--- src/rtl/seg7_pkg.sv ---
// Shared seven-segment definitions: active-low segment table (CATHODE[6]=a .. [0]=g),
// scan FSM states and decode helpers for the scan decoder.
package seg7_pkg;

  localparam logic [6:0] SEG_BLANK = 7'b1111111;
  localparam logic [7:0] AN_OFF    = 8'hFF;

  // Element [h] is the active-low pattern that displays hex value h.
  localparam logic [15:0][6:0] SEG_TABLE = {
    7'b0111000,  // F
    7'b0110000,  // E
    7'b1000010,  // d
    7'b0110001,  // C
    7'b1100000,  // b
    7'b0001000,  // A
    7'b0000100,  // 9
    7'b0000000,  // 8
    7'b0001111,  // 7
    7'b0100000,  // 6
    7'b0100100,  // 5
    7'b1001100,  // 4
    7'b0000110,  // 3
    7'b0010010,  // 2
    7'b1001111,  // 1
    7'b0000001   // 0
  };

  typedef enum logic [1:0] {
    ST_IDLE  = 2'd0,
    ST_TRACK = 2'd1,
    ST_HELD  = 2'd2
  } scan_st_t;

  // Returns {hit, value}; hit is 0 for any pattern not in the table.
  function automatic logic [4:0] seg_to_hex(input logic [6:0] cat);
    logic [4:0] r;
    r = 5'b0;
    for (int i = 0; i < 16; i++)
      if (SEG_TABLE[i] == cat) r = {1'b1, 4'(i)};
    return r;
  endfunction

  // Returns {ok, index}; ok only when exactly one anode is driven low.
  function automatic logic [3:0] an_decode(input logic [7:0] an);
    logic [3:0] cnt;
    logic [2:0] idx;
    cnt = 4'd0;
    idx = 3'd0;
    for (int i = 0; i < 8; i++)
      if (!an[i]) begin
        cnt = cnt + 4'd1;
        idx = 3'(i);
      end
    return {(cnt == 4'd1), idx};
  endfunction

endpackage

--- src/rtl/seg7_stable_sampler.sv ---
// Registers the scanned anode/cathode bus and measures how long it has been stable.
// eval pulses for one cycle in the first cycle a run reaches STABLE_CYCLES samples.
module seg7_stable_sampler #(
  parameter int STABLE_CYCLES = 4
) (
  input  logic       clk,
  input  logic       reset,
  input  logic [7:0] anode,
  input  logic [6:0] cathode,
  output logic [7:0] s_an,
  output logic [6:0] s_cat,
  output logic       chg,
  output logic       eval
);

  localparam logic [7:0] STB = 8'(STABLE_CYCLES);

  logic [7:0] run_len;
  logic       same;

  assign same = (anode == s_an) && (cathode == s_cat);

  // eval is registered together with the run_len step that reaches STB, so it is
  // high exactly while run_len first equals STB; later saturated cycles never refire.
  always_ff @(posedge clk or posedge reset) begin
    if (reset) begin
      s_an    <= 8'd0;
      s_cat   <= 7'd0;
      run_len <= 8'd0;
      chg     <= 1'b0;
      eval    <= 1'b0;
    end else begin
      s_an  <= anode;
      s_cat <= cathode;
      chg   <= !same;
      eval  <= same && (run_len == STB - 8'd1);
      if (!same)
        run_len <= 8'd1;
      else if (run_len != STB)
        run_len <= run_len + 8'd1;
    end
  end

endmodule

--- src/rtl/seg7_scan_decoder.sv ---
// Decodes a scanned 8-digit seven-segment bus back into a hex digit file.
// Optional SEG7_ERR_CNT_EN adds a saturating error counter on err_count.
module seg7_scan_decoder
  import seg7_pkg::*;
#(
  parameter int STABLE_CYCLES = 4,
  parameter int NDIG          = 8
) (
  input  logic       clk,
  input  logic       reset,
  input  logic [7:0] ANODE,
  input  logic [6:0] CATHODE,
  input  logic       clr,
  input  logic [2:0] rd_sel,
  output logic [3:0] rd_num,
  output logic       rd_valid,
  output logic       frame_done,
  output logic       err_anode,
  output logic       err_seg,
  output logic [7:0] err_count
);

  logic [7:0]            s_an;
  logic [6:0]            s_cat;
  logic                  chg;
  logic                  eval;
  scan_st_t              st;
  logic [NDIG-1:0][3:0]  digit;
  logic [NDIG-1:0]       valid;
  logic [NDIG-1:0]       mask;
  logic [3:0]            an_d;
  logic [4:0]            hx;
  logic [NDIG-1:0]       sel_bit;
  logic                  do_eval;

  seg7_stable_sampler #(.STABLE_CYCLES(STABLE_CYCLES)) u_smp (
    .clk     (clk),
    .reset   (reset),
    .anode   (ANODE),
    .cathode (CATHODE),
    .s_an    (s_an),
    .s_cat   (s_cat),
    .chg     (chg),
    .eval    (eval)
  );

  assign an_d    = an_decode(s_an);
  assign hx      = seg_to_hex(s_cat);
  assign sel_bit = ~s_an;            // one-hot whenever an_d reports a legal pattern
  assign do_eval = (st == ST_TRACK) && eval;

  assign rd_num   = digit[rd_sel];
  assign rd_valid = valid[rd_sel];

  always_ff @(posedge clk or posedge reset) begin
    if (reset) begin
      st         <= ST_IDLE;
      digit      <= '0;
      valid      <= '0;
      mask       <= '0;
      frame_done <= 1'b0;
      err_anode  <= 1'b0;
      err_seg    <= 1'b0;
    end else begin
      frame_done <= 1'b0;
      err_anode  <= 1'b0;
      err_seg    <= 1'b0;

      case (st)
        ST_IDLE:  if (s_an != AN_OFF) st <= ST_TRACK;
        ST_TRACK: if (eval) st <= ST_HELD;
                  else if (s_an == AN_OFF) st <= ST_IDLE;
        ST_HELD:  if (chg) st <= (s_an == AN_OFF) ? ST_IDLE : ST_TRACK;
        default:  st <= ST_IDLE;
      endcase

      if (do_eval) begin
        if (!an_d[3]) begin
          err_anode <= 1'b1;
        end else if (s_cat == SEG_BLANK) begin
          valid[an_d[2:0]] <= 1'b0;
        end else if (hx[4]) begin
          digit[an_d[2:0]] <= hx[3:0];
          valid[an_d[2:0]] <= 1'b1;
          if ((mask | sel_bit) == '1) begin
            frame_done <= 1'b1;
            mask       <= '0;
          end else begin
            mask <= mask | sel_bit;
          end
        end else begin
          err_seg <= 1'b1;
        end
      end

      // clr overrides this cycle's valid/mask update but the digit value still lands.
      if (clr) begin
        valid      <= '0;
        mask       <= '0;
        frame_done <= 1'b0;
      end
    end
  end

`ifdef SEG7_ERR_CNT_EN
  logic err_evt;
  assign err_evt = do_eval && (!an_d[3] || ((s_cat != SEG_BLANK) && !hx[4]));

  always_ff @(posedge clk or posedge reset) begin
    if (reset)
      err_count <= 8'd0;
    else if (clr)
      err_count <= 8'd0;
    else if (err_evt && (err_count != 8'hFF))
      err_count <= err_count + 8'd1;
  end
`else
  assign err_count = 8'd0;
`endif

endmodule
--- config.mk ---
export PLATFORM = sky130hd
export DESIGN_NAME = seg7_scan_decoder
export DESIGN_NICKNAME = d
export VERILOG_FILES = /design/src/rtl/seg7_pkg.sv /design/src/rtl/seg7_stable_sampler.sv /design/src/rtl/seg7_scan_decoder.sv
export SDC_FILE = /design/constraint.sdc
export NUM_CORES = 1
export LEC_CHECK = 0
export CAP_MARGIN = 20
export CORE_UTILIZATION = 35
export DETAILED_ROUTE_END_ITERATION = 10
export SLEW_MARGIN = 20
export SYNTH_ARGS = -nofsm -noshare
export SYNTH_HDL_FRONTEND = slang
export SYNTH_HIERARCHICAL = 1
export SYNTH_SLANG_ARGS = --single-unit
--- constraint.sdc ---
create_clock -name clk -period 14.1 [get_ports clk]
set_input_delay 2.82 -clock clk [delete_from_list [all_inputs] [get_ports clk]]
set_output_delay 2.82 -clock clk [all_outputs]
set_load 0.02 [all_outputs]
==> impl_metrics.ini <==
[setup_path]
worstPathRequired_ns = 11.28
end_kind = output port
path_cells = clkdlybuf4s50_1, mux4_2, mux2_2, clkdlybuf4s50_1
cpMostUsedCell = clkdlybuf4s50_1
slowest_delay_ns = 0.88
worst_ep_arrival_time_ns = 5.11
cp-start-kind = primary input
cpMaxStageDelayCell = clkdlybuf4s50_1
path_max_fanout = 10
worstSetupPathType = primary input to output port
crit_buf_inv = 2
path_delay_family = buffers and inverters

[logic_synthesis]
synth_xor_area_frac = 0.0780
synth_edf_count = 0
synthArstFlopShare = 1.00
ys_types = 66
synthAdderAreaFrac = 0.0245
yosysSeqAreaShare = 0.425
synth-seq-cells = 78
yosys-mux-area-fraction = 0.148
synth_area_mm2 = 0.00459
synthSimpleGateAreaFrac = 0.171
synth_top_family_by_area = simple AND/OR/NAND/NOR gates
avgSynthCellArea_um2 = 11.2
syn_inst = 410
synth_warnings = 6
ys_dominant_reg_cell = dfrtp_1
synth_compound_area_frac = 0.0998

[grt]
gr-total-overflow = 0
antenna_found_initial = 0
grt_max_degree = 54
grt_pass1_vias = 3161
grt_pass1_wl_um = 16500
grtUsageTotal = 0.160

[power_and_ir_drop]
powerDensity_mw_per_mm2 = 108
seqPwrFrac = 0.410
switching_share = 0.270
power.internal_mw = 0.416
p_comb_frac = 0.162
power_frac_clock = 0.428
switchingPower_mw = 0.154
leakagePower_nw = 2.25
peakVddDrop_mv = 0.0798

[clock_network]
post_cts_resized = 0
post_cts_buffers = 0
cts_inserted_buffers = 9
clk_latency_ns = 0.34
ctsHoldBuffers = 0
root_buffer = clkbuf_16
cts_max_path_buffers = 2
htreeDepth = 3
cts.clk_slew.worst_paths_ns = 0.06
numClockSinks = 78
cts_tree = done

[sta]
slew_headroom = 0.374
worstMarginPinSlew_ns = 0.939
slew_viol_final = 0
hold_viol = 0
max_freq_mhz = 126
rsz0062_at_grt = no
fin_crit_sh = 0.563
clock_skew_ns = 0.00729
fin_setup_tns_ns = 0
fin_crit_ns = 7.93
setup_viol = 0

[finish]
drive_gt1_frac = 0.188
multi_input_area_mm2 = 0.00242
n_antenna_cell = 0
seqCellArea_mm2 = 0.00195
fillerInstances = 1231
stdcell_count = 604
nets = 457
area_growth_syn_to_layout_pct = 14.9

[detailed_routing]
routedWlPerCell_um = 16.0
drtIter0Drc = 199
vias = 3155
ant_nets = 0
drt-vias-per-instance = 5.22
drc_errors = 0
firstDrtPassIters = 4
routed_wl_um = 9690

[floorplan]
dieArea_mm2 = 0.0136
core_mm2 = 0.0127
die_height_um = 116
fp.dieW_um = 116
start_util = 0.361
num_rows = 41
io_pins = 37

[placement]
placed_cells = 588
dp_hpwl_um = 7100
numPortBuffers = 28
place_congestion = 0.790

[hold_path]
holdCritPathClass = flop to flop

[run_status]
outcome = complete, no violations

[run]
cap_violations = 0
state kept, by name, summed over array words and instances (netlist names):
register,flops
u_smp/run_len,8
st,2
u_smp/s_cat,7
digit,32
mask,8
valid,8
err_seg,1
u_smp/eval,1
frame_done,1
err_anode,1
u_smp/s_an,8
u_smp/chg,1
cells in the mapped netlist, drive strengths merged (3+ instances only):
| cell type | count | area [um^2] |
|---|---|---|
| dfrtp | 78 | 1950 |
| mux2 | 38 | 443 |
| inv | 22 | 82.6 |
| buf | 20 | 123 |
| nand2 | 18 | 67.6 |
| xor2 | 18 | 165 |
| nor2 | 17 | 63.8 |
| nor3 | 16 | 90.1 |
| xnor2 | 16 | 148 |
| nor4 | 14 | 118 |
| clkbuf | 10 | 37.5 |
| mux4 | 10 | 225 |
| o21a | 10 | 75.1 |
| ha | 9 | 113 |
| nand3 | 9 | 45.0 |
| a21oi | 8 | 40.0 |
| nand2b | 8 | 50.1 |
| nand4 | 8 | 65.1 |
| o21ai | 6 | 33.8 |
| o22ai | 6 | 37.5 |
| a31oi | 5 | 31.3 |
| nor3b | 5 | 42.5 |
| or3 | 5 | 31.3 |
| a221oi | 4 | 41.3 |
| a32o | 4 | 40.0 |
| and2 | 4 | 25.0 |
| nor2b | 4 | 25.0 |
| a211oi | 3 | 22.5 |
| nand4b | 3 | 26.3 |
| nor4b | 3 | 41.3 |
| or2 | 3 | 18.8 |
power by group through the flow:
stage	registers (mW)	logic, mW	clock network, mW
final	0.234	0.0923	0.244
after floorplan	0.232	0.0802	0
after CTS	0.234	0.0935	0.249
after detailed placement	0.238	0.0929	0
after global routing	0.235	0.103	0.258
after global placement	0.238	0.0909	0
per-stage QoR:
step,setup slack [ns],util,instance area [um^2],hold slack [ns],power [mW]
5_1_grt,6.01,0.414,5270,0.516,0.595
4_1_cts,6.14,0.414,5270,0.498,0.577
2_1_floorplan,7.06,-,4610,0.459,0.312
3_3_place_gp,6.20,0.390,4960,0.475,0.329
3_5_place_dp,6.14,0.390,4960,0.482,0.331
6_report,6.17,0.414,5270,0.492,0.570
worst reg2reg max path, stage by stage, from the launching register on:
cell and delay, ns:
dfrtp_1 0.44, inv_1 0.10, ha_1 0.36, xnor2_2 0.30, ha_1 0.29, nor2b_1 0.14, a31oi_1 0.25, inv_1 0.08
ha_1 0.28, nor2_1 0.13, a21oi_1 0.06, ha_1 0.29, nor2_1 0.03, a221oi_1 0.50, ha_1 0.24, nor2b_1 0.12
xnor3_1 0.49, xor2_1 0.31, a32oi_4 0.23, or4_1 0.79, mux2_4 0.36
metal layers:
layer  track usage  up-vias  wire length [um]
li1              -     1521                 -
met1         0.226     1576              4740
met2         0.242       48              4540
met3        0.0275       10               272
met4        0.0650        0               132
met5             0        -                 0
area by class of cell:
class                   count  area share
multi-input cells         287       0.459
clock buffers               9      0.0427
clock inverters             7      0.0168
flip-flops and latches     78       0.370
well taps                 172      0.0408
repair buffers             29      0.0546
inverters                  22      0.0159
path summary, 6_finish.rpt:
check | from | to | slack, ns | cells past startpoint
min in group asynchronous | reset | st[0] | 3.03 | 2
min reg2reg | mask[3] | mask[3] | 0.49 | 1
min | mask[3] | mask[3] | 0.49 | 1
max in group asynchronous | reset | u_smp/s_cat[4] | 10.45 | 2
max | rd_sel[0] | rd_num[3] | 6.17 | 4
max reg2reg | u_smp/s_an[1] | digit[9] | 8.18 | 20
cell families after synthesis:
kind of cell | count (synthesis)
xor gates and xnor gates | 36
DFF | 78
and+or+nand+nor | 126
muxes | 49
buffers and inverters | 52
other | 1
AOI/OAI and AO/OA | 59
adders and majority gates | 9
cell usage in the layout (no fill, tap or decap), types with 3 or more instances in the layout:
| master | n |
|---|---|
| nand4b_1 | 3 |
| mux2_4 | 4 |
| a211oi_1 | 3 |
| a31oi_1 | 5 |
| nor2_1 | 17 |
| mux4_2 | 10 |
| nand2b_1 | 8 |
| ha_1 | 9 |
| a32o_1 | 4 |
| o22ai_1 | 6 |
| nand4_1 | 7 |
| nor2b_1 | 4 |
| o21a_1 | 10 |
| a221oi_1 | 3 |
| clkdlybuf4s50_1 | 28 |
| clkinv_2 | 5 |
| inv_1 | 21 |
| nor3b_1 | 4 |
| a21oi_1 | 8 |
| dfrtp_1 | 78 |
| xor2_1 | 17 |
| clkbuf_16 | 9 |
| xnor2_1 | 15 |
| and2_1 | 4 |
| nand3_1 | 9 |
| nand2_1 | 18 |
| conb_1 | 8 |
| o21ai_0 | 5 |
| nor4_1 | 12 |
| nor3_1 | 14 |
| mux2_2 | 34 |
| or3_1 | 5 |
Power figures use the tool's default switching activity.
